### config.mk
export PLATFORM = sky130hd
export DESIGN_NAME = sequenciador
export DESIGN_NICKNAME = d
export VERILOG_FILES = /design/src/rtl/sequenciador.sv
export SDC_FILE = /design/constraint.sdc
export NUM_CORES = 1
export LEC_CHECK = 0
export ABC_AREA = 0
export CAP_MARGIN = 15
export CORE_MARGIN = 3
export CORE_UTILIZATION = 45
export DETAILED_ROUTE_END_ITERATION = 10
export SLEW_MARGIN = 20
export SYNTH_ARGS = -nofsm -noshare
export SYNTH_HDL_FRONTEND = slang
export SYNTH_SLANG_ARGS = --single-unit
### constraint.sdc
create_clock -name clk -period 3.3 [get_ports clk]
set_input_delay 0.33 -clock clk [delete_from_list [all_inputs] [get_ports clk]]
set_output_delay 0.33 -clock clk [all_outputs]
set_load 0.01 [all_outputs]
### src/rtl/sequenciador.sv
// -----------------------------------------------------------------------------
// sequenciador -- program sequencer that drives the datapath controller.
//
// Holds a small program of 4-bit operands. When started, it issues the
// operands one at a time on Dados. Each operand is accompanied by an Instrucao
// pulse. Before moving on, the sequencer waits for a rising edge of the
// controller's Fim flag. A program ends at the first entry whose stop bit is
// set, or after the last entry. If Fim never rises, the run is abandoned with
// erro set.
//
// Ports:
//   clk        system clock, rising edge
//   rst        asynchronous reset, active-low (also clears the program)
//   wr_en      program write strobe (honoured only while not running)
//   wr_addr    program entry index; indices >= PROF are ignored
//   wr_data    entry: [4] stop bit, [3:0] operand
//   inicio     start request, level-sampled each cycle
//   Fim        completion flag from the controller
//   Dados      operand presented to the datapath
//   Instrucao  step pulse to the controller, PULSO cycles wide
//   ocupado    high while a program runs
//   pronto     program finished normally, held until the next start
//   erro       controller did not complete a step within TIMEOUT cycles
//   passo      current (or last) step index
// -----------------------------------------------------------------------------
module sequenciador #(
  parameter int PROF    = 8,
  parameter int PULSO   = 2,
  parameter int TIMEOUT = 255
) (
  input  logic       clk,
  input  logic       rst,
  input  logic       wr_en,
  input  logic [3:0] wr_addr,
  input  logic [4:0] wr_data,
  input  logic       inicio,
  input  logic       Fim,
  output logic [3:0] Dados,
  output logic       Instrucao,
  output logic       ocupado,
  output logic       pronto,
  output logic       erro,
  output logic [3:0] passo
);

  // The counters only need to reach their terminal value (N-1).
  localparam int CNT_W = (TIMEOUT > 1) ? $clog2(TIMEOUT) : 1;
  localparam int PUL_W = (PULSO > 1) ? $clog2(PULSO) : 1;

  localparam logic [CNT_W-1:0] CNT_LAST = CNT_W'(TIMEOUT - 1);
  localparam logic [PUL_W-1:0] PUL_LAST = PUL_W'(PULSO - 1);
  localparam logic [3:0]       PTR_LAST = 4'(PROF - 1);
  localparam logic [4:0]       DEPTH    = 5'(PROF);

  typedef enum logic [2:0] {
    IDLE,
    SETUP,
    PULSE,
    WAIT,
    NEXT,
    DONE,
    ERRO
  } state_t;

  state_t           state, state_n;
  logic [3:0]       ptr, ptr_n;
  logic [PUL_W-1:0] pcnt, pcnt_n;
  logic [CNT_W-1:0] cnt, cnt_n;
  logic [3:0]       dados_n;
  logic             fim_q;
  logic             fim_rise;
  logic             prog_open;
  logic             wr_ok;
  logic [4:0]       entry;

  // The array is sized for the full 4-bit address space. Entries at or above
  // PROF are never written, so they stay constant and are trimmed by synthesis.
  logic [4:0]       mem [16];

  assign entry     = mem[ptr];
  assign prog_open = (state == IDLE) || (state == DONE) || (state == ERRO);
  assign wr_ok     = wr_en && prog_open && ({1'b0, wr_addr} < DEPTH);
  // Fim is registered continuously, including during PULSE. An edge that
  // happens during the pulse is therefore already absorbed into fim_q by the
  // time WAIT starts.
  assign fim_rise  = Fim && !fim_q;
  assign passo     = ptr;

  always_ff @(posedge clk or negedge rst) begin
    if (!rst) begin
      state <= IDLE;
    end else begin
      state <= state_n;
    end
  end

  always_comb begin
    state_n = state;
    ptr_n   = ptr;
    pcnt_n  = pcnt;
    cnt_n   = cnt;
    dados_n = Dados;
    case (state)
      IDLE, DONE, ERRO: begin
        if (inicio) begin
          state_n = SETUP;
          ptr_n   = '0;
        end
      end
      SETUP: begin
        // A stop entry ends the run without issuing a step; Dados keeps the
        // last operand that was issued.
        if (entry[4]) begin
          state_n = DONE;
        end else begin
          dados_n = entry[3:0];
          pcnt_n  = '0;
          state_n = PULSE;
        end
      end
      PULSE: begin
        if (pcnt == PUL_LAST) begin
          cnt_n   = '0;
          state_n = WAIT;
        end else begin
          pcnt_n = pcnt + 1'b1;
        end
      end
      WAIT: begin
        // If an edge and the timeout occur in the same cycle, the edge wins.
        if (fim_rise) begin
          state_n = NEXT;
        end else if (cnt == CNT_LAST) begin
          state_n = ERRO;
        end else begin
          cnt_n = cnt + 1'b1;
        end
      end
      NEXT: begin
        if (ptr == PTR_LAST) begin
          state_n = DONE;
        end else begin
          ptr_n   = ptr + 4'd1;
          state_n = SETUP;
        end
      end
      default: state_n = IDLE;
    endcase
  end

  // Outputs are decoded from the next state so that they line up exactly
  // with the state they describe, with no extra cycle of delay.
  always_ff @(posedge clk or negedge rst) begin
    if (!rst) begin
      ptr       <= '0;
      pcnt      <= '0;
      cnt       <= '0;
      fim_q     <= 1'b0;
      Dados     <= '0;
      Instrucao <= 1'b0;
      ocupado   <= 1'b0;
      pronto    <= 1'b0;
      erro      <= 1'b0;
    end else begin
      ptr       <= ptr_n;
      pcnt      <= pcnt_n;
      cnt       <= cnt_n;
      fim_q     <= Fim;
      Dados     <= dados_n;
      Instrucao <= (state_n == PULSE);
      ocupado   <= (state_n == SETUP) || (state_n == PULSE) ||
                   (state_n == WAIT)  || (state_n == NEXT);
      pronto    <= (state_n == DONE);
      erro      <= (state_n == ERRO);
    end
  end

  always_ff @(posedge clk or negedge rst) begin
    if (!rst) begin
      for (int i = 0; i < 16; i++) begin
        mem[i] <= '0;
      end
    end else if (wr_ok) begin
      mem[wr_addr] <= wr_data;
    end
  end

endmodule

==> results of run 1 <==
[per-stage QoR]
| step | setup slack (ns) | instances | cell area (um2) |
|---|---|---|---|
| final | 0.8621 | 458 | 5094 |
| after global routing | 0.7754 | 458 | 5094 |
| after CTS | 0.8272 | 458 | 5094 |
| after detailed placement | 0.8556 | 442 | 4900 |
| after global placement | 0.9174 | 442 | 4900 |
| after floorplan | 1.208 | 331 | 4663 |
[where the power goes]
group | internal [mW] | switching (mW)
clock network | 0.351 | 0.435
registers | 1.60 | 0.263
logic | 0.591 | 0.405
[cells by family after synthesis]
logic type | after synthesis | synth area share
muxes | 72 | 0.2466
and+or+nand+nor | 55 | 0.06869
AOI/OAI and AO/OA | 34 | 0.05071
buffers and inverters | 55 | 0.04937
DFF | 105 | 0.5635
adders and majority gates | 3 | 0.008050
xor gates and xnor gates | 7 | 0.01315
[per-layer routing]
layer,track usage,share of wire,vias to the layer above
met3,0.03959,0.033,9
met4,0.04599,0.014,0
met1,0.2436,0.52,1240
met2,0.2056,0.43,40
met5,0,0,-
li1,-,-,1169
[path summary, 6_finish.rpt]
kind / to / start / cells after the start / slack, ns
setup / recovery: Dados[3] / passo[0] / 4 / 0.86
hold / removal: cnt[3] / rst / 1 / 0.03
setup reg to reg: Dados[3] / passo[0] / 4 / 0.86
hold reg to reg: mem[24] / mem[24] / 0 / 0.37
max in group asynchronous: mem[69] / rst / 2 / 2.46
min in group clk: mem[24] / mem[24] / 0 / 0.37
[cell usage in the layout, fill, tap and decap left out, types with 2 or more instances in the layout]
cell type and count:
and3_1 3, mux4_2 5, xor2_1 6, o211ai_1 2, nand2b_1 3, mux2i_1 2
clkdlybuf4s50_1 24, nor3_1 2, o31ai_1 2, inv_1 2, mux2_2 46, nor3b_1 2
nand3b_1 5, a21oi_1 4, nand2_1 12, mux4_1 19, a31oi_1 3, nand4_1 3
o21ai_0 9, a211oi_1 3, dfrtp_1 105, nor2_1 12, clkbuf_8 9, buf_4 7
o2111ai_1 3, ha_1 3, nor2b_1 3, clkinv_2 3
[registers in the layout, indices dropped and copies added, names as in the netlist, 3 cells and up]
name	flops
passo	4
state	3
Dados	4
mem	80
cnt	8
[critical path: stages, from the launching register on]
cell and delay, ns:
dfrtp_1 0.64, buf_4 0.34, mux4_1 0.61, mux4_2 0.47, mux2_2 0.27
[area by class of cell]
cell class | count | area (um2) | area share
clock buffers | 9 | 123.9 | 0.02432
clock inverters | 7 | 70.07 | 0.01376
inverters | 2 | 7.507 | 0.001474
multi-input cells | 171 | 1805 | 0.3545
flip-flops and latches | 105 | 2628 | 0.5158
well taps | 133 | 166.4 | 0.03267
repair buffers | 31 | 292.8 | 0.05748
==> flow_summary_export.csv, run 1 <==
group,metric,value,unit
job,cap_violations,0,
synth,avgSynthCellArea,14.09,um2
die,die_area,11620,um2
routing,drt_wl_total,7988,um
worst_setup_path,crit_required,3.56,ns
worst_setup_path,arrival,2.70,ns
routing,post-route-drc-count,0,
synth,yosysWarnings,0,
global_route,antenna_found_initial,0,
clock_tree,cts_buffers,9,
routing,antenna_left,0,
layout,drive_gt1_frac,0.2400,
synth,synth_cell_type_count,46,
worst_setup_path,path_class,"reg -> reg",
synth,synth.cells.most_frequent,"105 x dfrtp_1, 49 x clkbuf_1, 46 x mux2_2",
sta,hold_violations,0,
placed_design,io_buffers,25,
die,dieWidth,107.8,um
clock_tree,cts_setup_buffers,0,
sta,max-slew-margin-rel,0.4737,
worst_setup_path,worstPathMaxFanout,17,
layout,area_growth,9.230,%
synth,ys_ff_latch,105,
global_route,grt-ovfl-total,0,
sta,finalClockSkew,0.01096,ns
sta,fin_hold_ws,0.02720,ns
clock_tree,hold_buffers,0,
power_and_ir_drop,fin_total_pwr,3.648,mW
die,ios,26,
layout,layout.nets,337,
global_route,grt_usage,0.1536,
clock_tree,ctsResizeCount,0,
routing,viasPerCell,5.367,
sta,tightest_slew,0.7895,ns
power_and_ir_drop,vdd_ir_drop_max,0.4075,mV
routing,avgRoutedWirePerCell,17.44,um
synth,synth_area,4663,um2
min_path,min_path_type,"in -> async",
synth,synthCells,331,
synth,synth-seq-area-share,0.5635,
layout,nFillCells,854,
synth,ys.flop_type,"dfrtp_1",
layout,diodes,0,
global_route,grt_max_degree,63,
synth,async_reset_ff_frac,1.000,
clock_tree,clock_insertion_delay_worst_skew,0.37,ns
routing,first_iter_violations,135,
sta,fin_crit_sh,0.7388,
sta,max_freq,410.2,MHz
sta,finalSetupViolations,0,
synth,synth_edf_count,0,
clock_tree,cts.sinks,105,
layout,final_util,0.5140,
die,initial_utilization,0.4706,
placed_design,gp_congestion,0.8177,
power_and_ir_drop,p_leak,2.370,nW
die,die_h,107.8,um
worst_setup_path,start_kind,"register",
synth,synth_top_area_frac,0.5635,
sta,post-route-min-period,2.438,ns
synth,synth_most_common_cell,"dfrtp_1",
sta,grt_setup_unrepaired,"no",
die,rows,36,
global_route,grt_pass1_vias,2486,
routing,drt_pre_antenna_iters,4,
clock_tree,tritoncts,"done",
placed_design,dp_hpwl,5671,um
clock_tree,clk_pin_slew,0.10,ns
sta,slew_viol_final,0,
die,coreArea,9910,um2
clock_tree,clockBufferDepth,2,
routing,dr_total_vias,2458,
synth,yosys.area.top_type,"dfrtp_1",
synth,yosys-top-cells-area,"dfrtp_1 56%, mux2_2 11%, mux4_1 11%",
synth,synth_nets,348,
clock_tree,root_buffer,"clkbuf_8",
worst_setup_path,worstSetupEndpointType,"register",
global_route,grt_pass1_wl,13750,um
clock_tree,htreeDepth,3,
power_and_ir_drop,p_per_area,716.3,nW/um2
sta,finalSetupTns,0,ns
run_status,outcome,"complete, no violations",
Power figures use the tool's default switching activity.
==> run 2: changes to the inputs <==
- PLACE_DENSITY: default -> 0.65
- clock period: 3.3 -> 2 ns (I/O delays scaled with it)
==> flow_summary_export.csv, run 2 (same netlist as run 1, synthesis figures left out) <==
group,metric,value,unit
sta,max-slew-margin-rel,0.6409,
routing,drt_wl_total,8381,um
sta,max_freq,494.8,MHz
routing,antenna_left,0,
placed_design,dp_hpwl,6018,um
clock_tree,htreeDepth,3,
die,dieWidth,107.8,um
routing,dr_total_vias,2644,
sta,fin_hold_ws,0.2978,ns
power_and_ir_drop,p_leak,2.480,nW
layout,layout_common_cells,"104 x dfrtp_1, 43 x mux2_2, 28 x buf_4",
clock_tree,cts.sinks,105,
global_route,grt_pass1_wl,14530,um
sta,hold_violations,0,
power_and_ir_drop,p_int,4.417,mW
die,rows,36,
power_and_ir_drop,p_per_area,1184,nW/um2
global_route,grt-ovfl-total,0,
layout,regMostFlops,"mem",
worst_setup_path,start_kind,"register",
sta,fin_crit_sh,1.010,
clock_tree,root_buffer,"clkbuf_8",
placed_design,gp_congestion,0.8596,
clock_tree,clockBufferDepth,2,
worst_setup_path,path_class,"reg -> reg",
sta,slew_viol_final,0,
sta,tightest_slew,0.5354,ns
layout,layout.nets,367,
clock_tree,cts_buffers,9,
clock_tree,clk_pin_slew,0.10,ns
worst_setup_path,crit_required,2.25,ns
global_route,grt_usage,0.1626,
power_and_ir_drop,swShare,0.3087,
sta,finalClockSkew,0.01574,ns
worst_setup_path,reg2reg_slack,-0.02,ns
power_and_ir_drop,seqPwrFrac,0.463,
worst_setup_path,worstPathMaxFanout,7,
job,cap_violations,0,
layout,drive_gt1_frac,0.3634,
clock_tree,clock_insertion_delay_worst_skew,0.36,ns
layout,final_common_cell,"dfrtp_1",
power_and_ir_drop,power_frac_comb,0.343,
routing,drt_pre_antenna_iters,4,
placed_design,io_buffers,25,
global_route,antenna_found_initial,0,
routing,first_iter_violations,78,
power_and_ir_drop,fin_total_pwr,6.390,mW
routing,viasPerCell,5.418,
run_status,violations,"negative setup slack",
routing,post-route-drc-count,0,
die,die_area,11620,um2
min_path,min_path_type,"in -> reg",
die,coreArea,9910,um2
sta,post-route-min-period,2.021,ns
layout,diodes,0,
power_and_ir_drop,vdd_ir_drop_max,0.4725,mV
die,die_h,107.8,um
run_status,outcome,"finished with violations",
global_route,grt_max_degree,45,
layout,reg.largest.list,"mem (80), cnt (8)",
layout,area_growth,15.75,%
global_route,grt_pass1_vias,2787,
clock_tree,tritoncts,"done",
die,initial_utilization,0.4706,
routing,avgRoutedWirePerCell,17.17,um
sta,grt_setup_unrepaired,"yes",
worst_setup_path,arrival,2.27,ns
die,ios,26,
layout,nFillCells,826,
sta,fin_ws,-0.02096,ns
layout,largest_reg_flops,80,
worst_setup_path,worstSetupEndpointType,"register",
power_and_ir_drop,power.switching,1.973,mW
sta,finalSetupViolations,4,
power_and_ir_drop,clock_power_share,0.194,
-- run 2: cell types whose count changed in the layout (fill, tap and decap cells not counted), moves of 2 or more --
cell      before  now
o21ai_0        9    7
clkinv_4       1    3
buf_12         0    3
mux4_2         5   20
buf_6          0    4
mux2_4         0    3
o21ai_1        1    3
clkinv_2       3    0
mux2_2        46   43
mux4_1        19    4
buf_4          7   28
-- run 2: critical path, cell delays in order, from the launching register on --
cell     delay (ns)
dfrtp_1        0.37
buf_6          0.15
buf_12         0.14
mux4_2         0.51
mux4_2         0.48
mux2_2         0.27
-- run 2: worst paths after layout --
check | startpoint | endpoint | cells past startpoint
worst max register to register | passo[0] | Dados[0] | 5
min in group asynchronous | rst | cnt[7] | 2
worst max-delay path | passo[0] | Dados[0] | 5
worst min register to register | mem[5] | mem[5] | 0
max in group asynchronous | rst | mem[34] | 3
worst min-delay path | Fim | fim_q | 1
-- run 2: final cells by class --
type	count	area, um2	area share
multi-input combinational	171	1812	0.3357
clock inverter	6	62.56	0.01159
clock buffer	10	127.6	0.02364
tap	133	166.4	0.03083
inverter	2	7.507	0.001391
timing repair buffer	61	593.1	0.1099
sequential	105	2629	0.4870
-- run 2: power groups by stage --
stage          logic (mW)  registers (mW)  clock network [mW]
2_1_floorplan        1.37            2.92                   0
4_1_cts              2.10            2.95                1.28
6_report             2.19            2.96                1.24
5_1_grt              2.41            3.02                1.40
3_5_place_dp         2.00            3.00                   0
3_3_place_gp         1.95            2.97                   0
-- run 2: repair_timing --
| action | in CTS | in global routing |
|---|---|---|
| hold buffers | 1 | 0 |
| hold endpoints to repair | 36 | 0 |
| pin swaps | 0 | 2 |
| resized for setup | 6 | 14 |
| setup buffers | 2 | 3 |
| endpoints found under the setup margin | 4 | 25 |
| cloned | 1 | 0 |
-- run 2: layer usage --
metal	GRT usage	vias up	share of wire	wire, um
met5	0	-	0	0
met4	0.05861	0	0.012	102
met3	0.03119	8	0.034	285
met2	0.2425	60	0.47	3938
met1	0.2384	1344	0.48	4054
li1	-	1232	-	-
-- run 2: through the flow --
step	instances	worst slack (ns)	TNS, ns	utilization	area, um2
floorplan	331	-0.01776	-0.07104	-	4623
global placement	465	-0.05746	-0.2144	0.5100	5054
detailed placement	465	-0.08075	-0.2788	0.5100	5054
CTS	485	-0.02466	-0.04745	0.5362	5314
global route	488	-0.09209	-0.3020	0.5447	5398
finish	488	-0.02096	-0.04564	0.5447	5398
==> run 3: changes to the inputs <==
- RECOVER_POWER: default -> 25
- SLEW_MARGIN: 20 -> default
==> flow_summary_export.csv, run 3 (same netlist as run 1, synthesis figures left out) <==
group,metric,value,unit
worst_setup_path,path_class,"reg -> reg",
layout,layout.cells.non_filler,488,
global_route,antenna_found_initial,0,
routing,avgRoutedWirePerCell,17.19,um
global_route,grt-ovfl-total,0,
run_status,violations,"negative setup slack",
global_route,grt_max_degree,45,
die,rows,36,
clock_tree,clk_pin_slew,0.10,ns
sta,fin_crit_sh,1.010,
layout,layout_common_cells,"104 x dfrtp_1, 43 x mux2_2, 27 x buf_4",
sta,post-route-min-period,2.021,ns
clock_tree,cts.sinks,105,
die,dieWidth,107.8,um
sta,finalSetupViolations,4,
die,ios,26,
layout,nFillCells,827,
power_and_ir_drop,p_leak,2.479,nW
job,cap_violations,0,
die,die_area,11620,um2
layout,largest_reg_flops,80,
layout,layout.nets,367,
die,die_h,107.8,um
min_path,min_path_type,"reg -> reg",
placed_design,dp_hpwl,6018,um
routing,post-route-drc-count,0,
run_status,outcome,"finished with violations",
layout,reg.largest.list,"mem (80), cnt (8)",
clock_tree,htreeDepth,3,
power_and_ir_drop,p_per_area,1184,nW/um2
sta,tightest_slew,1.012,ns
placed_design,gp_congestion,0.8596,
placed_design,dp.cells,465,
layout,area_growth,15.70,%
routing,drt_wl_total,8387,um
global_route,grt_usage,0.1626,
sta,max-slew-margin-rel,0.3251,
die,coreArea,9910,um2
sta,hold_violations,0,
placed_design,dpl_worst_slack,-0.08075,ns
global_route,grt_pass1_vias,2787,
clock_tree,tritoncts,"done",
clock_tree,clock_insertion_delay_worst_skew,0.36,ns
sta,max_freq,494.8,MHz
layout,multiInputGateArea,1812,um2
global_route,grt_pass1_wl,14530,um
routing,antenna_left,0,
layout,final_common_cell,"dfrtp_1",
routing,viasPerCell,5.422,
worst_setup_path,start_kind,"register",
worst_setup_path,arrival,2.27,ns
worst_setup_path,worstPathMaxFanout,7,
sta,grt_setup_unrepaired,"yes",
routing,drt_pre_antenna_iters,4,
power_and_ir_drop,vdd_ir_drop_max,0.4725,mV
sta,fin_ws,-0.02096,ns
layout,area.sequential,2629,um2
sta,finalClockSkew,0.01574,ns
layout,regMostFlops,"mem",
clock_tree,clockBufferDepth,2,
sta,slew_viol_final,0,
worst_setup_path,crit_required,2.25,ns
layout,diodes,0,
worst_setup_path,worstSetupEndpointType,"register",
clock_tree,cts_buffers,9,
routing,dr_total_vias,2646,
layout,drive_gt1_frac,0.3634,
die,initial_utilization,0.4706,
clock_tree,root_buffer,"clkbuf_8",
routing,first_iter_violations,78,
placed_design,io_buffers,25,
-- run 3: cell count changes in the layout (fill, tap and decap cells not counted), sizes merged --
cell,before,now
buf,36,35
clkbuf,10,11
clkdlybuf4s50,24,23
dlygate4sd3,1,2
-- run 3: metrics by stage --
stage | power [mW] | hold WS, ns | setup TNS, ns | cell area [um2] | util
floorplan | 4.284 | -0.09559 | -0.07104 | 4623 | -
global placement | 4.920 | 0.2068 | -0.2144 | 5054 | 0.5100
detailed placement | 5.001 | 0.2129 | -0.2788 | 5054 | 0.5100
CTS | 6.331 | 0.2836 | -0.04745 | 5314 | 0.5362
global route | 6.826 | 0.3957 | -0.3020 | 5395 | 0.5444
finish | 6.389 | 0.3798 | -0.04564 | 5395 | 0.5444
-- run 3: per-layer routing --
metal	routed length, um	share of wire	up-vias	track usage
met1	4071	0.49	1346	0.2384
met3	278	0.033	8	0.03119
li1	-	-	1232	-
met2	3937	0.47	60	0.2425
met5	0	0	-	0
met4	101	0.012	0	0.05861
-- run 3: repair_timing --
item,CTS,global route
gates resized for setup,6,14
hold buffers,1,0
cloned,1,0
hold endpoints to repair,36,0
buffers inserted,2,3
pin swaps,0,2
setup endpoints to repair,4,25
-- run 3: layout make-up --
class	count	share of cell area
Inverter	2	0.001391
Sequential cell	105	0.4872
Clock inverter	6	0.01160
Tap cell	133	0.03084
Timing Repair Buffer	61	0.1095
Clock buffer	10	0.02365
Multi-Input combinational cell	171	0.3358
-- run 3: final timing paths --
path	startpoint	to	slack [ns]	depth (start not counted)
worst max-delay path	passo[0]	Dados[0]	-0.02	5
worst min-delay path	mem[5]	mem[5]	0.38	0
worst max register to register	passo[0]	Dados[0]	-0.02	5
worst min register to register	mem[5]	mem[5]	0.38	0
max in group asynchronous	rst	mem[34]	0.57	3
min in group asynchronous	rst	cnt[7]	0.53	2
-- run 3: report_power, final --
part | total (mW) | internal (mW) | switching [mW]
Combinational | 2.19 | 1.28 | 0.908
Sequential | 2.96 | 2.65 | 0.308
Clock | 1.24 | 0.484 | 0.757
Total | 6.39 | 4.42 | 1.97
-- run 3: worst max-delay path, cell delays in order, from the launching register on --
cell,delay (ns)
dfrtp_1,0.37
buf_6,0.15
buf_12,0.14
mux4_2,0.51
mux4_2,0.48
mux2_2,0.27
